`src/rtl/cpu_run_ctrl_pkg.sv`:
```
// Shared state encoding, defaults and helpers for the rv32i run controller.
package cpu_run_ctrl_pkg;

  localparam int unsigned RC_DEF_PC_W    = 32;
  localparam logic [31:0] RC_DEF_HALT_PC = 32'h0000_0100;
  localparam int unsigned RC_CYC_W       = 32;

  typedef enum logic [2:0] {
    RC_IDLE    = 3'd0,
    RC_RESET   = 3'd1,
    RC_RUN     = 3'd2,
    RC_HALT    = 3'd3,
    RC_TIMEOUT = 3'd4
  } rc_state_e;

  // Per-state control outputs, registered together from the next state.
  typedef struct packed {
    logic core_rst_n;
    logic busy;
    logic done;
  } rc_ctl_t;

  // Bits needed to hold the values 0..n-1 (at least one bit).
  function automatic int unsigned rc_cnt_w(input int unsigned n);
    return (n > 1) ? $clog2(n) : 1;
  endfunction

  function automatic rc_ctl_t rc_ctl_of(input rc_state_e s);
    rc_ctl_t c;
    c.core_rst_n = (s == RC_RUN) || (s == RC_HALT) || (s == RC_TIMEOUT);
    c.busy       = (s == RC_RESET) || (s == RC_RUN);
    c.done       = (s == RC_HALT) || (s == RC_TIMEOUT);
    return c;
  endfunction

endpackage

```
`src/rtl/run_ctrl_trace_buf.sv`:
```
// Circular PC history: writes on request, registered indexed read (0 = newest).
// DEPTH must be a power of two so the pointer wraps naturally.
module run_ctrl_trace_buf
  import cpu_run_ctrl_pkg::*;
#(
  parameter int unsigned  PC_W  = RC_DEF_PC_W,
  parameter int unsigned  DEPTH = 8,
  localparam int unsigned IDX_W = rc_cnt_w(DEPTH)
) (
  input  logic             clk,
  input  logic             rst_n,
  input  logic             clr,
  input  logic             we,
  input  logic [PC_W-1:0]  wr_pc,
  input  logic [IDX_W-1:0] rd_idx,
  output logic [PC_W-1:0]  rd_pc
);

  logic [PC_W-1:0]  mem_q [DEPTH];
  logic [IDX_W-1:0] wptr_q;
  logic [IDX_W-1:0] rd_addr;

  // wptr points at the next free slot, so the newest entry sits one below it.
  assign rd_addr = wptr_q - IDX_W'(1) - rd_idx;

  always_ff @(posedge clk or negedge rst_n) begin
    if (!rst_n) begin
      wptr_q <= '0;
      rd_pc  <= '0;
    end else begin
      if (clr) begin
        wptr_q <= '0;
      end else if (we) begin
        wptr_q <= wptr_q + IDX_W'(1);
      end
      rd_pc <= mem_q[rd_addr];
    end
  end

  // Storage needs no reset; its contents are meaningless until written.
  always_ff @(posedge clk) begin
    if (we) begin
      mem_q[wptr_q] <= wr_pc;
    end
  end

endmodule

```
`src/rtl/cpu_run_ctrl.sv`:
```
// Run controller for the rv32i core: sequences core reset, counts RUN cycles,
// detects halt (PC self-loop) or timeout. PC trace enabled by RUN_CTRL_PC_TRACE_EN.
module cpu_run_ctrl
  import cpu_run_ctrl_pkg::*;
#(
  parameter int unsigned  PC_W           = RC_DEF_PC_W,
  parameter int unsigned  RST_CYCLES     = 40,
  parameter int unsigned  STALL_CYCLES   = 8,
  parameter int unsigned  TIMEOUT_CYCLES = 500,
  parameter logic [31:0]  HALT_PC        = RC_DEF_HALT_PC,
  parameter int unsigned  TRACE_DEPTH    = 8,
  localparam int unsigned TRACE_IDX_W    = rc_cnt_w(TRACE_DEPTH)
) (
  input  logic                   clk,
  input  logic                   rst_n,
  input  logic                   start,
  input  logic                   clear,
  input  logic [PC_W-1:0]        ext_pc,
  output logic                   core_rst_n,
  output logic                   busy,
  output logic                   done,
  output logic                   pass,
  output logic                   timeout,
  output logic [RC_CYC_W-1:0]    cycle_cnt,
  input  logic [TRACE_IDX_W-1:0] trace_idx,
  output logic [PC_W-1:0]        trace_pc
);

  localparam int unsigned         RST_W      = rc_cnt_w(RST_CYCLES);
  localparam int unsigned         STALL_W    = rc_cnt_w(STALL_CYCLES);
  localparam logic [RST_W-1:0]    RST_LAST   = RST_W'(RST_CYCLES - 1);
  localparam logic [STALL_W-1:0]  STALL_LAST = STALL_W'(STALL_CYCLES - 1);
  localparam logic [RC_CYC_W-1:0] TMO_LAST   = RC_CYC_W'(TIMEOUT_CYCLES - 1);
  localparam logic [PC_W-1:0]     HALT_PC_W  = PC_W'(HALT_PC);

  logic [1:0]          rst_sync_q;
  rc_state_e           state_q, state_d;
  logic [RST_W-1:0]    rst_cnt_q, rst_cnt_d;
  logic [STALL_W-1:0]  stall_cnt_q, stall_cnt_d;
  logic [PC_W-1:0]     prev_pc_q, prev_pc_d;
  logic                pc_valid_q, pc_valid_d;
  logic [RC_CYC_W-1:0] cycle_cnt_q, cycle_cnt_d;
  logic                pass_q, pass_d;
  logic                timeout_q, timeout_d;
  rc_ctl_t             ctl_q;
  logic                pc_same;
  logic                run_clr;
  logic                trace_clr;
  logic                trace_we;

  // Reset assertion is immediate; release reaches the FSM through two flops.
  always_ff @(posedge clk or negedge rst_n) begin
    if (!rst_n) begin
      rst_sync_q <= 2'b00;
    end else begin
      rst_sync_q <= {rst_sync_q[0], 1'b1};
    end
  end

  always_ff @(posedge clk or negedge rst_n) begin
    if (!rst_n) begin
      state_q     <= RC_IDLE;
      rst_cnt_q   <= '0;
      stall_cnt_q <= '0;
      prev_pc_q   <= '0;
      pc_valid_q  <= 1'b0;
      cycle_cnt_q <= '0;
      pass_q      <= 1'b0;
      timeout_q   <= 1'b0;
      ctl_q       <= '0;
    end else begin
      state_q     <= state_d;
      rst_cnt_q   <= rst_cnt_d;
      stall_cnt_q <= stall_cnt_d;
      prev_pc_q   <= prev_pc_d;
      pc_valid_q  <= pc_valid_d;
      cycle_cnt_q <= cycle_cnt_d;
      pass_q      <= pass_d;
      timeout_q   <= timeout_d;
      ctl_q       <= rc_ctl_of(state_d);
    end
  end

  always_comb begin
    state_d     = state_q;
    rst_cnt_d   = rst_cnt_q;
    stall_cnt_d = stall_cnt_q;
    prev_pc_d   = prev_pc_q;
    pc_valid_d  = pc_valid_q;
    cycle_cnt_d = cycle_cnt_q;
    pass_d      = pass_q;
    timeout_d   = timeout_q;
    run_clr     = 1'b0;
    trace_clr   = 1'b0;
    trace_we    = 1'b0;
    // The first RUN cycle only loads prev_pc, so it never counts as a stall.
    pc_same     = pc_valid_q && (ext_pc == prev_pc_q);

    case (state_q)
      RC_IDLE: begin
        run_clr = 1'b1;
        if (start) begin
          state_d   = RC_RESET;
          trace_clr = 1'b1;
        end
      end
      RC_RESET: begin
        rst_cnt_d = rst_cnt_q + RST_W'(1);
        if (rst_cnt_q == RST_LAST) begin
          state_d = RC_RUN;
        end
      end
      RC_RUN: begin
        prev_pc_d   = ext_pc;
        pc_valid_d  = 1'b1;
        trace_we    = !pc_same;
        stall_cnt_d = pc_same ? stall_cnt_q + STALL_W'(1) : '0;
        // Halt is checked first so it wins a same-cycle tie with timeout.
        if (pc_same && (stall_cnt_q == STALL_LAST)) begin
          state_d   = RC_HALT;
          pass_d    = (ext_pc == HALT_PC_W);
          timeout_d = 1'b0;
        end else if (cycle_cnt_q == TMO_LAST) begin
          state_d   = RC_TIMEOUT;
          timeout_d = 1'b1;
          pass_d    = 1'b0;
        end else if (cycle_cnt_q != '1) begin
          cycle_cnt_d = cycle_cnt_q + RC_CYC_W'(1);
        end
      end
      RC_HALT, RC_TIMEOUT: begin
        if (start) begin
          state_d   = RC_RESET;
          run_clr   = 1'b1;
          trace_clr = 1'b1;
        end
      end
      default: begin
        state_d = RC_IDLE;
      end
    endcase

    if (clear || !rst_sync_q[1]) begin
      state_d = RC_IDLE;
      run_clr = 1'b1;
    end

    if (run_clr) begin
      rst_cnt_d   = '0;
      stall_cnt_d = '0;
      pc_valid_d  = 1'b0;
      cycle_cnt_d = '0;
      pass_d      = 1'b0;
      timeout_d   = 1'b0;
    end
  end

  assign core_rst_n = ctl_q.core_rst_n;
  assign busy       = ctl_q.busy;
  assign done       = ctl_q.done;
  assign pass       = pass_q;
  assign timeout    = timeout_q;
  assign cycle_cnt  = cycle_cnt_q;

`ifdef RUN_CTRL_PC_TRACE_EN
  run_ctrl_trace_buf #(
    .PC_W  (PC_W),
    .DEPTH (TRACE_DEPTH)
  ) u_trace_buf (
    .clk    (clk),
    .rst_n  (rst_n),
    .clr    (trace_clr),
    .we     (trace_we),
    .wr_pc  (ext_pc),
    .rd_idx (trace_idx),
    .rd_pc  (trace_pc)
  );
`else
  logic unused_trace;
  assign unused_trace = ^{trace_idx, trace_clr, trace_we};
  assign trace_pc     = '0;
`endif

endmodule

```
`config.mk`:
```
export PLATFORM = sky130hd
export DESIGN_NAME = cpu_run_ctrl
export DESIGN_NICKNAME = d
export VERILOG_FILES = /design/src/rtl/cpu_run_ctrl_pkg.sv /design/src/rtl/run_ctrl_trace_buf.sv /design/src/rtl/cpu_run_ctrl.sv
export SDC_FILE = /design/constraint.sdc
export NUM_CORES = 1
export LEC_CHECK = 0
export CORE_ASPECT_RATIO = 0.9
export CORE_UTILIZATION = 35
export CTS_CLUSTER_SIZE = 25
export DETAILED_ROUTE_END_ITERATION = 8
export MAX_ROUTING_LAYER = met4
export PLACE_DENSITY = 0.57
export REMOVE_ABC_BUFFERS = 1
export SYNTH_ARGS = -nofsm -noshare
export SYNTH_HDL_FRONTEND = slang
export SYNTH_HIERARCHICAL = 1
export SYNTH_SLANG_ARGS = --single-unit
export TNS_END_PERCENT = 100
```
`constraint.sdc`:
```
create_clock -name clk -period 1.9 [get_ports clk]
set_input_delay 0.285 -clock clk [delete_from_list [all_inputs] [get_ports clk]]
set_output_delay 0.285 -clock clk [all_outputs]
set_load 0.02 [all_outputs]
```
**After elaboration in Yosys (flattened, before gate mapping)**

Index checks and enable logic that the tools add are counted.

- Register bits: 84
- Input port bits: 39
- Word-level logic and storage cells: 77

- Add/sub/neg operators: 3
- Eq/ne operators: 16
- Muxes and demuxes: 29
- Reduce and logical (&&, ||, !) cells: 17

Operator list:

| kind | count |
|---|---|
| $mux W32 | 5 |
| $eq A32 B9 Y1 const B | 2 |
| $add A32 B1 Y32 const B | 1 |
| $eq A32 B32 Y1 | 1 |
| $ne A32 B32 Y1 const B | 1 |
| $mux W3 | 8 |
| $eq A3 B2 Y1 const B | 4 |
| $mux W1 | 12 |
| $mux W6 | 2 |
| $eq A3 B3 Y1 const B | 3 |
| $pmux W3 S3 | 1 |
| $add A6 B1 Y6 const B | 1 |
| $eq A3 B1 Y1 const B | 2 |
| $eq A6 B6 Y1 const B | 1 |
| $reduce_bool A2 Y1 | 3 |
| $logic_or A1 B1 Y1 | 5 |
| $ne A2 B2 Y1 const B | 2 |
| $reduce_and A4 Y1 | 1 |
| $add A3 B1 Y3 const B | 1 |
| $logic_not A3 Y1 | 1 |
| $reduce_bool A3 Y1 | 1 |
| $reduce_or A3 Y1 | 1 |
| $logic_and A1 B1 Y1 | 2 |
| $pmux W1 S2 | 1 |
| other kinds (3) | 3 |

**Logic depth before layout (Yosys ltp)**

- Word-level depth: 9
- Mapped depth: 9
- Mapped depth without buffers: 8

**Least setup slack after synthesis**

OpenSTA, ideal clock, no wires.

- Path type: reg2reg
- Start point: register cycle_cnt_q[0] (netlist: cycle_cnt[0])
- End point: register cycle_cnt_q[13] (netlist: cycle_cnt[13])
- Setup time: 0.119 ns
- Arrival time: 2.121 ns
- Data required time: 1.781 ns
- Path slack: -0.340 ns
- Cell stages (with the launch flop): 10
- Clock period less this slack: 2.240 ns
- Path through: dfrtp_1 -> ha_1 -> nor4b_1 -> nand4_1 -> o31ai_1 -> nor2_4 -> nand2_4 -> buf_6 -> nor4_1 -> o21a_1

- Word-level cells in the longest chain between the ends: 6
- Elaborated cells on any way between the ends: 11

Ends and longest elaborated chain:

| item | line | RTL |
|---|---|---|
| start: declaration | cpu_run_ctrl.sv:42 | `logic [RC_CYC_W-1:0] cycle_cnt_q, cycle_cnt_d;` |
| start signal: assignment | cpu_run_ctrl.sv:77 | `cycle_cnt_q <= cycle_cnt_d;` |
| $add A32 B1 Y32 | cpu_run_ctrl.sv:128 | `cycle_cnt_d = cycle_cnt_q + RC_CYC_W'(1);` |
| $mux W32 | cpu_run_ctrl.sv:127 | `end else if (cycle_cnt_q != '1) begin` |
| $mux W32 | cpu_run_ctrl.sv:123 | `end else if (cycle_cnt_q == TMO_LAST) begin` |
| $mux W32 | cpu_run_ctrl.sv:119 | `if (pc_same && (stall_cnt_q == STALL_LAST)) begin` |
| $mux W32 | cpu_run_ctrl.sv:99 | `case (state_q)` |
| $mux W32 | cpu_run_ctrl.sv:148 | `if (run_clr) begin` |

Several ways; a longest one is shown, not always the timed one. The select of a mux whose other input is x is not followed.
A chain may end at the register's enable or synchronous reset.

**Final worst setup path**

- Start point: input port ext_pc[31]
- End point: register cycle_cnt_q[13] (netlist: cycle_cnt[13])

- Word-level cells in the longest chain between the ends: 5

Ends and longest elaborated chain:

| item | line | RTL |
|---|---|---|
| start: declaration | cpu_run_ctrl.sv:18 | `input logic [PC_W-1:0] ext_pc,` |
| $eq A32 B32 Y1 | cpu_run_ctrl.sv:97 | `pc_same = pc_valid_q && (ext_pc == prev_pc_q);` |
| $logic_and A1 B1 Y1 | cpu_run_ctrl.sv:97 |  |
| $logic_and A1 B1 Y1 | cpu_run_ctrl.sv:119 |  |
| $ne A2 B2 Y1 (no line) | n/a |  |
| $reduce_and A4 Y1 (no line) | n/a |  |

Every way passes these cells.

==> flow_summary.ini <==
[finish]
drive_gt1_frac = 0.3016
finish.utilization = 0.5618
nets = 774
seq_area_um2 = 2103
n_fill_cell = 1133
antenna_cells = 0
area_growth_pct = 54.05
multi_input_area_um2 = 2758
finalInstanceArea_um2 = 7264

[power]
power.density_nw_per_um2 = 545.2
power.share.clock = 0.457
power.leakage_nw = 3.052
p_comb_frac = 0.090
peakVddDrop_mv = 0.3993
p_seq_frac = 0.453
internal_power_mw = 2.978
swShare = 0.2481
switchingPower_uw = 982.7

[die]
pin_count = 108
coreArea_um2 = 12930
die-area_um2 = 13940
die_x_um = 124.4
initial_core_util = 0.3647
rows = 39
fp.dieH_um = 112.1

[clocking]
cts_buffers = 9
htree_num_levels = 3
root_buffer = clkbuf_16
clock_latency_ps = 350
clockBufferDepth = 2
tritoncts = done
clkTransAtPathRegs_ps = 70
clock_sinks = 84

[drt]
post_drt_wl_per_cell_um = 15.53
drc = 0
via_count = 4477
firstDrtPassIters = 4
drt_wl_total_um = 13980
ant_nets = 0
dr.first_iter.drc_count = 329
drt-vias-per-instance = 4.974

[synthesis]
synth_edf_count = 0
synth_seq_area_share = 0.4457
synth_common_cells = nand2_1 (119), dfrtp_1 (84), xor2_1 (43)
synth_ff_type = dfrtp_1
synth_seq_cells = 84
synth_area_per_cell_um2 = 8.982
mappedNetlistArea_um2 = 4716
synth_cell_type_count = 53
synthTopCellsByArea = dfrtp_1 (45%), nand2_1 (9.5%), xor2_1 (8.0%), buf_4 (5.1%), nor4_1 (3.8%)
post-synth-top-count-cell = nand2_1
syn_inst = 525
yosysTopAreaCell = dfrtp_1
synth.top_cell.area_share = 0.4457
yosys_warnings = 6
synthArstFlopShare = 1.000

[grt]
first_global_vias = 4332
grt_pass1_wl_um = 21840
overflow = 0
grt_antenna_before_repair = 0
grt_max_degree = 38
track_usage = 0.2048

[placement]
placed_area_um2 = 6355
place_ws_ps = -673.1
io_buffers = 72
gp_congestion = 0.8400
hpwl_um = 9764

[sta]
post-route-worst-setup-slack_ps = -383.7
finalHoldViolations = 0
whs_ps = 350.9
rsz0062_at_grt = yes
worst_pin_slew_ps = 511.3
setup_viol = 40
relSlewSlack = 0.6579
fmax_mhz = 437.9
clock-skew-final_ps = 7.696
maxSlewViolCount = 0
fin_crit_ps = 2284
fin_crit_sh = 1.202
finalSetupTns_ps = -12700

[critical_path]
critPathKind = in -> reg
path_max_fanout = 5
cp-start-kind = input port
end_kind = flop
arrival_ps = 2580
crit_required_ps = 2190

[flow_run]
cap_viol_max_count = 0

[run_status]
status = complete, but fails checks
violations = setup timing

[worst_hold_path]
hp-class = reg -> reg
## per-layer routing
layer | wire length (µm) | up-vias | global-route usage
li1 | - | 2190 | -
met2 | 6440 | 93 | 0.3031
met1 | 6806 | 2179 | 0.2756
met5 | 0 | - | -
met3 | 491 | 15 | 0.03718
met4 | 241 | 0 | 0.08594
## power by group through the flow
stage | sequential [mW] | combinational (mW) | clock, mW
finish | 1.79 | 0.357 | 1.81
global route | 1.79 | 0.386 | 1.92
CTS | 1.79 | 0.346 | 1.84
detailed placement | 1.83 | 0.342 | 0
global placement | 1.83 | 0.341 | 0
floorplan | 1.83 | 0.108 | 0
## path summary, 6_finish.rpt
kind	startpoint	end	slack, ps	cells after the start
min in group asynchronous	rst_n	prev_pc_q[11]	420	2
max in group asynchronous	rst_n	cycle_cnt[15]	860	3
setup / recovery	ext_pc[31]	cycle_cnt[13]	-380	10
hold / removal	rst_sync_q[0]	rst_sync_q[1]	350	0
setup reg to reg	prev_pc_q[13]	cycle_cnt[13]	-370	9
hold reg to reg	rst_sync_q[0]	rst_sync_q[1]	350	0
## worst max-delay path, cell delays in order
cell and delay, ps:
clkdlybuf4s50_1 460, xor2_2 210, nor4_2 280, nand3_1 110, or4_4 610, buf_12 180
nand2_8 80, buf_12 110, o31a_1 130, o21a_1 110
## registers in the layout, indices dropped and copies added, names as in the netlist, 2 cells and up
signal,cells
stall_cnt_q,3
state_q,3
prev_pc_q,32
rst_sync_q,2
rst_cnt_q,6
cycle_cnt,32
## cell type report
type / instances / share of cell area
repair buffers: 209 / 0.2592
well taps: 164 / 0.02825
clock inverters: 6 / 0.009817
multi-input cells: 423 / 0.3796
flip-flops and latches: 84 / 0.2895
clock buffers: 10 / 0.03152
inverters: 4 / 0.002067
## through the flow
step	power, mW	cells
final	3.961	900
after global routing	4.101	900
after CTS	3.983	887
after detailed placement	2.169	863
after global placement	2.168	863
after floorplan	1.938	509
## logic make-up (layout without fill, tap and decap cells)
kind of cell / Yosys count / in the layout / synth area share
simple gates: 280 / 282 / 0.3120
flops: 84 / 84 / 0.4457
compound gates: 55 / 55 / 0.06739
buf+inv: 51 / 229 / 0.07084
xor+xnor: 46 / 46 / 0.08543
fa+ha+maj: 4 / 4 / 0.01061
mux: 3 / 3 / 0.006368
other cells: 2 / 33 / 0.001593
## what timing repair did
action	in CTS	in global routing
hold buffers	1	0
setup buffers	6	12
setup endpoints to repair	40	43
hold endpoints to repair	29	0
pin swaps	18	59
gates cloned	1	2
resized for setup	13	64
## cells in the final DEF (no fill, tap or decap), types with 9 or more instances in the layout
| cell | n |
|---|---|
| a21oi_2 | 11 |
| nor2_1 | 33 |
| dfrtp_1 | 83 |
| buf_4 | 120 |
| nand2_1 | 118 |
| clkdlybuf4s50_1 | 68 |
| nand3_1 | 13 |
| or3_1 | 11 |
| nor4_2 | 9 |
| xor2_1 | 40 |
| conb_1 | 33 |
| clkbuf_16 | 10 |
| buf_6 | 10 |
| a21oi_1 | 12 |
| o21ai_0 | 15 |
| nor4_1 | 19 |
| nand4_1 | 13 |
No activity file was read; power rests on OpenSTA's default activity.
